**src/rtl/mem_sp_arb_ctrl.sv**
```systemverilog
// Round-robin arbiter sharing one single-port sync RAM between P0 and P1, with optional
// zero-fill after reset. Grants are same-cycle; read data returns one cycle after grant.
module mem_sp_arb_ctrl #(
  parameter int DEPTH          = 2048,
  parameter int DATA_WIDTH     = 32,
  parameter int ADDR_WIDTH     = $clog2(DEPTH),
  parameter int DATA_BYTES     = DATA_WIDTH / 8,
  parameter bit CLEAR_ON_RESET = 1'b1
) (
  input  logic                  clk,
  input  logic                  rst,
  input  logic                  i_p0_req,
  input  logic [ADDR_WIDTH-1:0] i_p0_addr,
  input  logic [DATA_WIDTH-1:0] i_p0_wdata,
  input  logic [DATA_BYTES-1:0] i_p0_wen,
  output logic                  o_p0_gnt,
  output logic                  o_p0_rvalid,
  output logic [DATA_WIDTH-1:0] o_p0_rdata,
  input  logic                  i_p1_req,
  input  logic [ADDR_WIDTH-1:0] i_p1_addr,
  input  logic [DATA_WIDTH-1:0] i_p1_wdata,
  input  logic [DATA_BYTES-1:0] i_p1_wen,
  output logic                  o_p1_gnt,
  output logic                  o_p1_rvalid,
  output logic [DATA_WIDTH-1:0] o_p1_rdata,
  output logic [ADDR_WIDTH-1:0] o_mem_addr,
  output logic [DATA_WIDTH-1:0] o_mem_wdata,
  output logic [DATA_BYTES-1:0] o_mem_wen,
  input  logic [DATA_WIDTH-1:0] i_mem_rdata,
  output logic                  o_init_done
);

  typedef enum logic {S_CLEAR, S_RUN} state_t;

  localparam state_t                LP_RST_STATE = CLEAR_ON_RESET ? S_CLEAR : S_RUN;
  localparam logic [ADDR_WIDTH-1:0] LP_LAST_ADDR = ADDR_WIDTH'(DEPTH - 1);

  state_t                r_state;
  logic [ADDR_WIDTH-1:0] r_clr_cnt;
  logic                  r_rr_last;
  logic                  r_p0_rvalid;
  logic                  r_p1_rvalid;
  logic                  r_init_done;

  logic w_run;
  logic w_p0_gnt;
  logic w_p1_gnt;

  // r_rr_last: 1 means P1 was served most recently, so a tie goes to P0.
  assign w_run    = (r_state == S_RUN) && !rst;
  assign w_p0_gnt = w_run && i_p0_req && (!i_p1_req || r_rr_last);
  assign w_p1_gnt = w_run && i_p1_req && (!i_p0_req || !r_rr_last);

  always_comb begin
    o_mem_addr  = i_p0_addr;
    o_mem_wdata = i_p0_wdata;
    o_mem_wen   = '0;
    if (rst) begin
      o_mem_wen = '0;
    end else if (r_state == S_CLEAR) begin
      o_mem_addr  = r_clr_cnt;
      o_mem_wdata = '0;
      o_mem_wen   = '1;
    end else if (w_p1_gnt) begin
      o_mem_addr  = i_p1_addr;
      o_mem_wdata = i_p1_wdata;
      o_mem_wen   = i_p1_wen;
    end else if (w_p0_gnt) begin
      o_mem_wen   = i_p0_wen;
    end
  end

  always_ff @(posedge clk) begin
    if (rst) begin
      r_state     <= LP_RST_STATE;
      r_clr_cnt   <= '0;
      r_rr_last   <= 1'b1;
      r_p0_rvalid <= 1'b0;
      r_p1_rvalid <= 1'b0;
      r_init_done <= 1'b0;
    end else begin
      r_p0_rvalid <= w_p0_gnt && (i_p0_wen == '0);
      r_p1_rvalid <= w_p1_gnt && (i_p1_wen == '0);
      if (r_state == S_CLEAR) begin
        r_clr_cnt <= r_clr_cnt + ADDR_WIDTH'(1);
        if (r_clr_cnt == LP_LAST_ADDR) begin
          r_state     <= S_RUN;
          r_init_done <= 1'b1;
        end
      end else begin
        r_init_done <= 1'b1;
        if (w_p0_gnt) begin
          r_rr_last <= 1'b0;
        end else if (w_p1_gnt) begin
          r_rr_last <= 1'b1;
        end
      end
    end
  end

  // A read accepted just before reset must not surface while reset is held.
  assign o_p0_rvalid = r_p0_rvalid && !rst;
  assign o_p1_rvalid = r_p1_rvalid && !rst;
  assign o_p0_rdata  = i_mem_rdata;
  assign o_p1_rdata  = i_mem_rdata;
  assign o_p0_gnt    = w_p0_gnt;
  assign o_p1_gnt    = w_p1_gnt;
  assign o_init_done = r_init_done;

endmodule
```
**config.mk**
```make
export PLATFORM = sky130hd
export DESIGN_NAME = mem_sp_arb_ctrl
export DESIGN_NICKNAME = d
export VERILOG_FILES = /design/src/rtl/mem_sp_arb_ctrl.sv
export SDC_FILE = /design/constraint.sdc
export NUM_CORES = 1
export LEC_CHECK = 0
export ABC_AREA = 1
export CAP_MARGIN = 20
export CORE_MARGIN = 10
export CORE_UTILIZATION = 26
export DETAILED_ROUTE_END_ITERATION = 10
export GPL_TIMING_DRIVEN = 0
export PLACE_DENSITY = 0.8
export SYNTH_ARGS = -nofsm -noshare
export SYNTH_HDL_FRONTEND = slang
export SYNTH_SLANG_ARGS = --single-unit
```
**constraint.sdc**
```tcl
create_clock -name clk -period 2.1 [get_ports clk]
set_clock_uncertainty 0.15 [all_clocks]
set_input_delay 0.63 -clock clk [delete_from_list [all_inputs] [get_ports clk]]
set_output_delay 0.63 -clock clk [all_outputs]
set_load 0.01 [all_outputs]
```
==> results.sh <==
export IMPL_status="complete, but fails checks"
export IMPL_violations="negative setup slack"
export IMPL_final_area_um2=5170
export IMPL_hold_viol=0
export IMPL_avgSynthCellArea_um2=5.38
export IMPL_synth_edf_count=0
export IMPL_synth_top_area_cell="nand2_1"
export IMPL_end_kind="output pin"
export IMPL_clkTransAtPathRegs_ns=0.06
export IMPL_maxCapViolCount=0
export IMPL_fin_nets=775
export IMPL_r2r_cells=7
export IMPL_ant_nets=0
export IMPL_final_util_pct=62.9
export IMPL_cp_num_buf_inv=3
export IMPL_portBuffers=212
export IMPL_firstDrtPassIters=5
export IMPL_dp_hpwl_um=9950
export IMPL_hold_depth=1
export IMPL_core_region_area_um2=8220
export IMPL_tns_ns=-15.66
export IMPL_rrSetupSlack_ns=0.54
export IMPL_netlist_area_leader_share_pct=30.7
export IMPL_root_buffer="clkbuf_8"
export IMPL_place_area_um2=4630
export IMPL_areaGrowthSynthToFinish_pct=135
export IMPL_grt_max_degree=11
export IMPL_clock_latency_ns=0.25
export IMPL_hp_class="flop to flop"
export IMPL_ys_flop_type="dfxtp_1"
export IMPL_grtUsageTotal_pct=18.0
export IMPL_synthesis_nets=540
export IMPL_finalCritPeriodShare_pct=118
export IMPL_start_util_pct=26.8
export IMPL_antenna_cells=0
export IMPL_routed_wl_um=12200
export IMPL_relSlewSlack_pct=70.3
export IMPL_layout_setup_ws_ns=-0.381
export IMPL_powerDensity_nw_per_um2=264
export IMPL_cpMaxStageDelayCell="buf_12"
export IMPL_gp_congestion=0.846
export IMPL_antenna_found_initial=0
export IMPL_first_global_vias=3446
export IMPL_critPathRequiredTime_ns=1.32
export IMPL_setup_violations_final=48
export IMPL_viasPerCell=4.46
export IMPL_grt_overflow=0
export IMPL_rsz0062_at_grt="yes"
export IMPL_total_power_w=0.00137
export IMPL_htreeDepth=1
export IMPL_crit_family="simple AND/OR/NAND/NOR gates"
export IMPL_worstMarginPinSlew_ns=0.445
export IMPL_synth_ff_latch_count=16
export IMPL_yosysSeqAreaShare_pct=14.6
export IMPL_die_height_um=112
export IMPL_slowest_delay_ns=0.17
export IMPL_routed_via_count=3337
export IMPL_numCtsBuffers=3
export IMPL_crit_fanout=6
export IMPL_worstSetupPathType="primary input to output pin"
export IMPL_yosys_warnings=0
export IMPL_drt_iter0_drc=202
export IMPL_ctsHoldBuffers=0
export IMPL_io_pins=246
export IMPL_grt_pass1_wl_um=18700
export IMPL_crit_chain="buf_12 > nor2_8 > nand3_4 > nand2_4 > nand2_8 > buf_12 > nand2_1 > nand2_2 > buf_6"
export IMPL_syn_area_um2=2200
export IMPL_synthTopCellsByArea="nand2_1 31%, buf_4 22%, dfxtp_1 15%, nor2_1 6.5%, inv_1 5.5%"
export IMPL_max_vdd_ir_drop_uv=202
export IMPL_rows=33
export IMPL_arrival_ns=1.70
export IMPL_drive_gt1_share_pct=39.0
export IMPL_async_flop_share_pct=0
export IMPL_drc=0
export IMPL_cts_tree="yes"
export IMPL_drt_wirelength_per_cell_um=16.3
export IMPL_max_freq_mhz=403
export IMPL_leakagePower_nw=2.53
export IMPL_synth_cell_types=26
export IMPL_dieArea_um2=12500
export IMPL_cp_start_kind="primary input"
export IMPL_die_x_um=112
export IMPL_fillers=669
export IMPL_fin_crit_ns=2.48
export IMPL_slew_violations=0
export IMPL_cts_path_max_buffers=2
export IMPL_cp_depth=9
export IMPL_synth_cells=409
export IMPL_cts_sinks=16
export IMPL_critical_path_most_common_cell="buf_12"
## worst paths after layout
path	startpoint	endpoint
hold / removal	r_clr_cnt[3]	r_clr_cnt[3]
hold reg to reg	r_clr_cnt[3]	r_clr_cnt[3]
setup / recovery	rst	o_mem_addr[6]
setup reg to reg	r_clr_cnt[0]	r_clr_cnt[10]
## state kept, by name (all words and copies together), names as in the netlist
name and cells:
r_p0_rvalid 1, o_init_done 1, r_state 1, r_rr_last 1
r_clr_cnt 11, r_p1_rvalid 1
## kinds of logic (layout without fill, tap and decap cells)
kind of cell             after synthesis  count (layout)  share of synthesized area [%]
buffers and inverters                115             348                           31.9
AO/OA/AOI/OAI                         35              35                           8.08
AND/OR/NAND/NOR                      242             243                           44.9
adder cells (fa/ha/maj)                1               1                          0.569
flip-flops                            16              16                           14.6
## synth_stat cells, types with 2 or more instances
| cell | instances |
|---|---|
| a21oi_1 | 12 |
| buf_2 | 3 |
| buf_4 | 65 |
| buf_6 | 3 |
| clkbuf_1 | 8 |
| dfxtp_1 | 16 |
| inv_1 | 32 |
| inv_2 | 2 |
| nand2_1 | 180 |
| nand3_1 | 9 |
| nand4_1 | 5 |
| nor2_1 | 38 |
| nor4_1 | 2 |
| o21ai_0 | 12 |
| o21ai_1 | 10 |
| or2_2 | 2 |
## report_power, final
part	internal, W	leakage (nW)	switching [W]	total, W
registers	0.000307	0.130	0.00000587	0.000313
clock network	0.000167	0.0288	0.000111	0.000278
logic	0.000493	2.37	0.000283	0.000775
total	0.000966	2.53	0.000400	0.00137
## placed cells by master, fill, tap and decap left out, types with 9 or more instances in the layout
cell type | netlist | layout
clkdlybuf4s50_1 | 0 | 154
nand2_1 | 180 | 113
buf_4 | 65 | 78
nand2_2 | 1 | 45
buf_6 | 3 | 37
nor2_1 | 38 | 31
inv_1 | 32 | 30
nand2_4 | 1 | 23
dfxtp_1 | 16 | 15
buf_2 | 3 | 12
o21ai_2 | 0 | 10
a21oi_1 | 12 | 9
clkdlybuf4s15_2 | 0 | 9
## cell type report
cell class	instances	area (um2)	area share [%]
clock buffer	4	55.1	1.06
multi-input combinational	279	1560	30.1
sequential	16	324	6.27
tap	105	131	2.54
buffer	78	638	12.3
inverter	35	138	2.66
timing repair buffer	231	2330	45.0
## stage by stage
| step | std cells | setup WS (ns) | hold slack, ns |
|---|---|---|---|
| 2_1_floorplan | 409 | -0.155 | 0.306 |
| 3_3_place_gp | 726 | -1.18 | 0.314 |
| 3_5_place_dp | 726 | -1.20 | 0.327 |
| 4_1_cts | 744 | -0.394 | 0.353 |
| 5_1_grt | 748 | -0.440 | 0.382 |
| 6_report | 748 | -0.381 | 0.355 |
## worst reg2reg max path, delay by kind of cell (launching register included)
family | cells | cell delay [ns]
fa+ha+maj | 1 | 0.22
buf+inv | 1 | 0.04
simple gates | 5 | 0.69
flops | 1 | 0.40
## per-layer routing
layer,vias up,track usage [%],part of all wire (%)
met5,-,0,0
met1,1512,18.2,35
met4,0,2.20,1.1
li1,1661,-,-
met3,15,5.05,8.0
met2,149,36.2,56
## repair_timing
action	4_1_cts	5_1_grt
setup endpoints to repair	51	51
setup buffers	8	6
pin swaps	16	18
gates cloned	6	0
resized for setup	272	62
(Power assumes the default switching activity.)
